[src/rtl/jamma_pkg.sv]
// Shared definitions for the JAMMA input front-end: scan states, joystick
// bit positions and the active-low idle value.
package jamma_pkg;

  typedef enum logic [1:0] {
    SELECT = 2'd0,
    SETTLE = 2'd1,
    SAMPLE = 2'd2
  } scan_state_t;

  localparam int JOY_W_DEFAULT = 8;

  localparam int BIT_UP    = 0;
  localparam int BIT_DOWN  = 1;
  localparam int BIT_LEFT  = 2;
  localparam int BIT_RIGHT = 3;
  localparam int BIT_FIRE1 = 4;
  localparam int BIT_FIRE2 = 5;
  localparam int BIT_START = 7;

  localparam logic [JOY_W_DEFAULT-1:0] JOY_IDLE = '1;

endpackage

[src/rtl/coin_pulse_stretch.sv]
// One coin input: two-flop synchroniser, falling-edge detect, and a
// fixed-length active-low pulse that cannot be retriggered while running.
module coin_pulse_stretch #(
  parameter  int PULSE_CYCLES = 16,
  localparam int CNT_W        = $clog2(PULSE_CYCLES + 1)
) (
  input  logic pclk,
  input  logic reset,
  input  logic coin_n,
  output logic pulse_n
);

  logic             sync1;
  logic             sync2;
  logic             sync_prev;
  logic             active;
  logic [CNT_W-1:0] cnt;

  // sync_prev keeps the previous synchronised level so a 1->0 edge is seen once
  always_ff @(posedge pclk) begin
    if (reset) begin
      sync1     <= 1'b1;
      sync2     <= 1'b1;
      sync_prev <= 1'b1;
      active    <= 1'b0;
      cnt       <= '0;
    end else begin
      sync1     <= coin_n;
      sync2     <= sync1;
      sync_prev <= sync2;
      if (active) begin
        if (cnt == '0) active <= 1'b0;
        else           cnt    <= cnt - CNT_W'(1);
      end else if (sync_prev && !sync2) begin
        active <= 1'b1;
        cnt    <= CNT_W'(PULSE_CYCLES - 1);
      end
    end
  end

  assign pulse_n = ~active;

endmodule

[src/rtl/jamma_input_mux.sv]
// Scans the shared JAMMA joystick bus one player at a time, merges it with the
// keyboard image, debounces each channel, and stretches coin edges.
module jamma_input_mux
  import jamma_pkg::*;
#(
  parameter  int NUM_PLAYERS       = 2,
  parameter  int JOY_W             = JOY_W_DEFAULT,
  parameter  int SETTLE_CYCLES     = 4,
  parameter  int DEBOUNCE_SCANS    = 3,
  parameter  int COIN_W            = 2,
  parameter  int COIN_PULSE_CYCLES = 16,
  parameter  int JOY_TYPE          = 1,
  localparam int SEL_W             = (NUM_PLAYERS > 1) ? $clog2(NUM_PLAYERS) : 1
) (
  input  logic                         pclk,
  input  logic                         reset,
  output logic [SEL_W-1:0]             jsel,
  input  logic [JOY_W-1:0]             jjoy,
  input  logic [COIN_W-1:0]            jcoin,
  input  logic [NUM_PLAYERS*JOY_W-1:0] kbd_joy,
  input  logic                         swap_players,
  output logic [NUM_PLAYERS*JOY_W-1:0] joy_out,
  output logic [COIN_W-1:0]            coin_out,
  output logic                         scan_done
);

  localparam logic [SEL_W-1:0] LAST_CH  = SEL_W'(NUM_PLAYERS - 1);
  localparam logic [3:0]       DEB      = 4'(DEBOUNCE_SCANS);
  localparam logic [JOY_W-1:0] DIR_MASK = JOY_W'((1 << (BIT_FIRE2 + 1)) - 1);

  scan_state_t      state;
  scan_state_t      state_nxt;
  logic [SEL_W-1:0] ch;
  logic [7:0]       settle_cnt;
  logic             swap_q;
  logic             sample_en;
  logic [JOY_W-1:0] raw;
  logic [JOY_W-1:0] prev_q   [NUM_PLAYERS];
  logic [3:0]       stable_q [NUM_PLAYERS];
  logic [JOY_W-1:0] out_q    [NUM_PLAYERS];

  always_ff @(posedge pclk) begin
    if (reset) begin
      state      <= SELECT;
      ch         <= '0;
      settle_cnt <= '0;
      swap_q     <= 1'b0;
      scan_done  <= 1'b0;
    end else begin
      state  <= state_nxt;
      swap_q <= swap_players;
      if (state == SELECT) settle_cnt <= 8'(SETTLE_CYCLES - 1);
      else if (state == SETTLE && settle_cnt != '0) settle_cnt <= settle_cnt - 8'd1;
      if (state == SAMPLE) ch <= (ch == LAST_CH) ? '0 : ch + SEL_W'(1);
      scan_done <= (JOY_TYPE == 0) ? 1'b1 : (state == SAMPLE && ch == LAST_CH);
    end
  end

  // Without a JAMMA harness the scanner parks in SELECT with jsel at 0
  always_comb begin
    state_nxt = state;
    case (state)
      SELECT:  state_nxt = SETTLE;
      SETTLE:  if (settle_cnt == '0) state_nxt = SAMPLE;
      SAMPLE:  state_nxt = SELECT;
      default: state_nxt = SELECT;
    endcase
    if (JOY_TYPE == 0) state_nxt = SELECT;
  end

  assign jsel      = ch;
  assign sample_en = (JOY_TYPE == 0) ? 1'b1 : (state == SAMPLE);

  // Keyboard-only boards still see the direction/fire pins, never start/coin lines
  always_comb begin
    raw = jjoy & kbd_joy[int'(ch)*JOY_W +: JOY_W];
    if (JOY_TYPE == 0) raw = (jjoy | ~DIR_MASK) & kbd_joy[JOY_W-1:0];
  end

  always_ff @(posedge pclk) begin
    if (reset) begin
      for (int i = 0; i < NUM_PLAYERS; i++) begin
        prev_q[i]   <= '1;
        stable_q[i] <= '0;
        out_q[i]    <= '1;
      end
    end else begin
      for (int i = 0; i < NUM_PLAYERS; i++) begin
        if (JOY_TYPE == 0 && i != 0) begin
          out_q[i] <= kbd_joy[i*JOY_W +: JOY_W];
        end else if (sample_en && int'(ch) == i) begin
          if (raw == prev_q[i]) begin
            if (stable_q[i] != DEB) stable_q[i] <= stable_q[i] + 4'd1;
            if (stable_q[i] >= DEB - 4'd1) out_q[i] <= prev_q[i];
          end else begin
            prev_q[i]   <= raw;
            stable_q[i] <= 4'd1;
            if (DEB == 4'd1) out_q[i] <= raw;
          end
        end
      end
    end
  end

  if (NUM_PLAYERS >= 2) begin : g_swap
    always_comb begin
      for (int i = 0; i < NUM_PLAYERS; i++) joy_out[i*JOY_W +: JOY_W] = out_q[i];
      if (swap_q) begin
        joy_out[0 +: JOY_W]     = out_q[1];
        joy_out[JOY_W +: JOY_W] = out_q[0];
      end
    end
  end else begin : g_single
    assign joy_out = out_q[0];
  end

  for (genvar c = 0; c < COIN_W; c++) begin : g_coin
    coin_pulse_stretch #(
      .PULSE_CYCLES(COIN_PULSE_CYCLES)
    ) u_coin (
      .pclk   (pclk),
      .reset  (reset),
      .coin_n (jcoin[c]),
      .pulse_n(coin_out[c])
    );
  end

endmodule

[config.mk]
export PLATFORM = sky130hd
export DESIGN_NAME = jamma_input_mux
export DESIGN_NICKNAME = d
export VERILOG_FILES = /design/src/rtl/jamma_pkg.sv /design/src/rtl/coin_pulse_stretch.sv /design/src/rtl/jamma_input_mux.sv
export SDC_FILE = /design/constraint.sdc
export NUM_CORES = 1
export LEC_CHECK = 0
export BUFFER_PORTS_ARGS = -buffer_cell sky130_fd_sc_hd__buf_2
export CORE_MARGIN = 10
export CORE_UTILIZATION = 35
export CTS_CLUSTER_SIZE = 28
export DETAILED_ROUTE_END_ITERATION = 10
export PLACE_DENSITY = 0.65
export SYNTH_ARGS = -nofsm -noshare
export SYNTH_HDL_FRONTEND = slang
export SYNTH_HIERARCHICAL = 1
export SYNTH_SLANG_ARGS = --single-unit
[constraint.sdc]
create_clock -name pclk -period 6.02 [get_ports pclk]
set_clock_uncertainty 0.1 [all_clocks]
set_input_delay 1.204 -clock pclk [delete_from_list [all_inputs] [get_ports pclk]]
set_output_delay 1.204 -clock pclk [all_outputs]
set_load 0.02 [all_outputs]
* Word-level counts from Yosys, hierarchy flattened *
Memories as Yosys holds them, arrays and structs flattened.
Cells that the tools add are included.

word-level totals
  word-level logic and storage cells = 123
  register bits after elaboration = 31
  input bits = 29
  output and inout bits = 20
  latch bits = 0
  bits in read-only memories = 0
  RAM bits = 40
  memories = 3

memories
  memory    words  width  rd ports  clocked after memory_dff  wr ports  RTL line               RTL
  out_q     2      8      2         0                         2         jamma_input_mux.sv:40  logic [JOY_W-1:0] out_q [NUM_PLAYERS];
  prev_q    2      8      2         0                         2         jamma_input_mux.sv:38  logic [JOY_W-1:0] prev_q [NUM_PLAYERS];
  stable_q  2      4      2         0                         2         jamma_input_mux.sv:39  logic [3:0] stable_q [NUM_PLAYERS];

operators by class
  $lt $le $gt $ge = 2
  $add $sub $neg = 6
  div/mod/pow operators = 0
  eq/ne operators = 9
  muxes and demuxes = 56
  reduce and logical (&&, ||, !) cells = 18
  bitwise gates (word level) = 12
  multiply operators = 0
  shift-type cells = 1

operators with widths
  kind                                                                   number
  1-bit two-way mux                                                      37
  8-bit two-way mux                                                      4
  5-bit two-way mux                                                      6
  8-bit equality test                                                    2
  16-bit two-way mux                                                     1
  4-bit two-way mux                                                      4
  16-bit by 5-bit indexed part select with 8-bit output                  1
  5-bit logical NOT                                                      2
  5-bit by 1-bit subtractor with 5-bit output, second input constant     2
  4-bit by 1-bit adder with 4-bit output, second input constant          2
  8-bit bitwise AND                                                      1
  4-bit by 2-bit >= comparator with 1-bit output, second input constant  2
  8-bit logical NOT                                                      1
  4-bit by 2-bit != test with 1-bit output, second input constant        2
  1-bit bitwise OR                                                       8
  8-bit nonzero test                                                     1
  8-bit by 1-bit subtractor with 8-bit output, second input constant     1
  2-bit two-way mux                                                      3
  2-bit nonzero test                                                     3
  1-bit logical AND                                                      5
  2-bit != test, second input constant                                   2
  2-bit case mux with 2 select lines                                     1
  2-bit AND reduction                                                    2
  1-bit NOT                                                              3
  7 further kinds                                                        8

* Depth between registers and ports, before layout *
  depth in word-level cells = 9
  gate-level depth with buffers = 9
  mapped depth without buffers = 7

* Hierarchy *
The synthesis kept the hierarchy.

modules (own cells, without submodules)
  module              area each (µm²)  sequential area each (µm²)  instances  cells an instance
  jamma_input_mux     2827.7           1421.4                      1          255
  coin_pulse_stretch  402.9            180.2                       2          42

* Least setup slack after synthesis *
OpenSTA, ideal clock, no wires.

  path kind = input to register
  from = input port kbd_joy[4]
  to = memory prev_q[0][10] in the netlist's numbering (enable)
  cell stages on the path = 6
  library setup time = 374 ps
  data arrival time = 2639 ps
  buffers on the path = 1
  slack = 2907 ps
  required time = 5546 ps
  path through = mux2_4 -> and3_1 -> o22a_1 -> and4_4 -> buf_2 -> o21ai_1

RTL lines
  what             RTL line               RTL
  start, declared  jamma_input_mux.sv:20  input logic [NUM_PLAYERS*JOY_W-1:0] kbd_joy,
  end, declared    jamma_input_mux.sv:38

* Worst setup path after layout *
  from = register swap_q
  to = output port joy_out[5]

on the way
  word-level cells in the longest chain between the ends = 1

RTL lines
  what                    RTL line                RTL
  start, declared         jamma_input_mux.sv:35   logic swap_q;
  start signal, assigned  jamma_input_mux.sv:51   swap_q <= swap_players;
  16-bit two-way mux      jamma_input_mux.sv:108  if (swap_q) begin
  end, declared           jamma_input_mux.sv:22   output logic [NUM_PLAYERS*JOY_W-1:0] joy_out,

No other way between the ends.

==> results.tsv <==
stage	metric	value	unit
routing	postRouteAntennaNets	0	
routing	viasPerCell	4.99	
worst_setup_path	critPathLaunch	swap_q	
floorplan	die_w	122	um
synth	yosysWarnings	6	
synth	synthTopCellsByArea	edfxtp_1, dfxtp_1, mux2_2, a21oi_1, and3_1	
clock_network	cts-root-buf	clkbuf_8	
clock_network	cts_tree	done	
clock_network	cts_resized	0	
power_and_ir_drop	max-vdd-ir-drop	0.176	mV
power_and_ir_drop	power_density	256	nW/um^2
worst_setup_path	endpoint	joy_out[5]	
synth	syn_nets	376	
cells_and_area	layout.cells.non_filler	527	
synth	synth_area_per_cell	10.7	um^2
clock_network	post_cts_buffers	0	
synth	ys_types	50	
worst_setup_path	cp_max_fo	16	
clock_network	cts-buffers-inserted	9	
routing	wl	7.35	mm
cells_and_area	regArea	1780	um^2
routing	wire_per_inst	13.9	um
cells_and_area	mostFrequentLayoutCell	buf_2	
timing	final.period_utilization	50.6	%
worst_setup_path	critPathMaxStageDelay	0.82	ns
cells_and_area	final_cell_mix	buf_2, edfxtp_1, dfxtp_1	
global_route	grt_max_degree	32	
synth	synthFlopType	edfxtp_1	
global_route	grt_pass1_wl	11.9	mm
timing	rsz0062_at_grt	false	
clock_network	cts_max_level	3	
timing	timing.setup.tns	0	ns
synth	synth_seq_cells	71	
routing	drc_errors	0	
cells_and_area	drive_gt1_share	28.1	%
placement	dp_hpwl	5.45	mm
worst_setup_path	rr_worst_depth	5	
placement	place.gp.congestion	0.786	
timing	fmax	328	MHz
cells_and_area	diodes	0	
timing	slew_violations	0	
global_route	overflow	0	
synth	synth_edf_count	36	
clock_network	cts_sinks	71	
clock_network	clockBufferDepth	2	
floorplan	die_y	122	um
synth	yosys.area.top_type	edfxtp_1	
timing	slew-limit-headroom	47.8	%
timing	finalHoldViolations	0	
floorplan	row_count	37	
timing	setup_ws	2.97	ns
timing	finalCriticalPeriod	3.05	ns
worst_setup_path	worstSetupPathType	reg -> out	
clock_network	ctsHoldBuffers	0	
worst_setup_path	rrSetupSlack	3.01	ns
timing	setup_viol	0	
timing	tightest_slew	0.777	ns
global_route	grt_antenna_before_repair	0	
worst_setup_path	crit_path_end_kind	output port	
synth	ys_seq_area_share	49.0	%
worst_setup_path	rr_startpoint	jsel	
floorplan	num_io_pins	49	
clock_network	clk_pin_slew	0.07	ns
worst_setup_path	startpoint_type	flop	
global_route	grt_usage	9.85	%
power_and_ir_drop	p_leak	1.50	nW
floorplan	dieArea	14900	um^2
worst_setup_path	r2r-end	prev_q[0][5]	
placement	place_inst	511	
routing	vias	2631	
worst_setup_path	cp_data_arrival_time	1.74	ns
min_path	hold_class	reg -> reg	
floorplan	coreArea	10200	um^2
placement	port_buffers	48	
clock_network	worstSkewPairLatency	0.34	ns
synth	synth-async-reset-ratio	0	%
run	maxCapViolations	0	
routing	firstDrtPassIters	4	
synth	synth_cells	339	
worst_setup_path	crit_chain	mux2_2 -> buf_2	
cells_and_area	multiInputGateArea	1720	um^2
floorplan	start_util	35.5	%
cells_and_area	fillers	965	
routing	drtIter0Drc	133	
global_route	grt_pass1_vias	2537	
timing	holdWs	0.312	ns
worst_setup_path	required	4.72	ns
status	status	finished clean	
cells_and_area	area_delta_synth_final	15.3	%
synth	syn_area	3630	um^2
cells_and_area	fin_nets	423	
placement	pre_cts_slack	2.63	ns
worst_setup_path	slowest_stage	dfxtp_1	
synth	synth_top_area_share	29.8	%
-- worst max-delay path, delay by kind of cell, from the launching register on --
family | cells | cell delay, ns
buffers and inverters | 1 | 0.16
flip-flops | 1 | 0.82
multiplexers | 1 | 0.41
-- stage by stage --
stage / utilization (%) / power (mW) / instance area [um^2]
final: 40.9 / 1.07 / 4190
after global routing: 40.9 / 1.13 / 4190
after CTS: 40.9 / 1.09 / 4190
after detailed placement: 38.9 / 0.680 / 3980
after global placement: 38.9 / 0.676 / 3980
after floorplan: - / 0.646 / 3630
-- routing by layer --
| layer | share of wire, % | track usage, % |
|---|---|---|
| met5 | 0 | 0 |
| met4 | 1.1 | 3.43 |
| met3 | 6.7 | 3.65 |
| met2 | 45 | 15.7 |
| met1 | 47 | 11.9 |
-- area by class of cell --
type	instances	share of cell area [%]
sequential	71	42.5
multi-input combinational	239	41.1
timing repair buffer	48	5.74
tap	136	4.06
clock buffer	10	3.05
clock inverter	6	2.03
inverter	17	1.52
-- state kept, by name, indices dropped and copies added, names as in the netlist --
register,count
g_coin.u_coin/active,2
swap_q,1
settle_cnt,8
stable_q,8
g_coin.u_coin/sync_prev,2
g_coin.u_coin/cnt,10
g_coin.u_coin/sync2,2
scan_done,1
out_q,16
jsel,1
g_coin.u_coin/sync1,2
prev_q,16
state,2
-- logic make-up (layout without fill, tap and decap cells) --
group,count (synthesis),in the layout,share of synthesized area [%]
AND/OR/NAND/NOR,137,137,22.3
AO/OA/AOI/OAI,57,57,10.8
flip-flops,71,71,49.0
adder cells (fa/ha/maj),8,8,2.75
multiplexers,28,28,9.26
buffers and inverters,29,81,3.65
XOR/XNOR,9,9,2.17
-- power by group --
| group | internal [mW] | total [mW] | switching, mW |
|---|---|---|---|
| Sequential | 0.525 | 0.545 | 0.0208 |
| Combinational | 0.0595 | 0.125 | 0.0651 |
| Clock | 0.232 | 0.404 | 0.172 |
-- synth_stat cells, drive strengths merged, types with 3 or more instances --
master	instances
nand2	30
a31oi	3
nand3	6
or4b	4
edfxtp	36
or2	24
clkbuf	7
mux2	24
nor2b	4
xnor2	7
o22a	8
nor3	5
nand3b	3
o21ai	7
dfxtp	35
ha	8
buf	5
nor3b	4
nor4b	3
mux2i	4
inv	17
a21oi	27
nor4	7
or4	3
nor2	15
and3	21
-- worst min path at each step --
| stage | end | startpoint | cells past startpoint | slack, ns |
|---|---|---|---|---|
| final | g_coin[1].u_coin/sync2 | g_coin[1].u_coin/sync1 | 1 | 0.31 |
| after detailed placement | g_coin[1].u_coin/sync2 | g_coin[1].u_coin/sync1 | 1 | 0.30 |
| after CTS | g_coin[1].u_coin/sync2 | g_coin[1].u_coin/sync1 | 1 | 0.31 |
| after global routing | g_coin[1].u_coin/sync2 | g_coin[1].u_coin/sync1 | 1 | 0.32 |
| after global placement | g_coin[1].u_coin/sync2 | g_coin[1].u_coin/sync1 | 1 | 0.30 |
| after floorplan | g_coin[0].u_coin/sync2 | g_coin[0].u_coin/sync1 | 1 | 0.29 |
(Power assumes the default switching activity.)
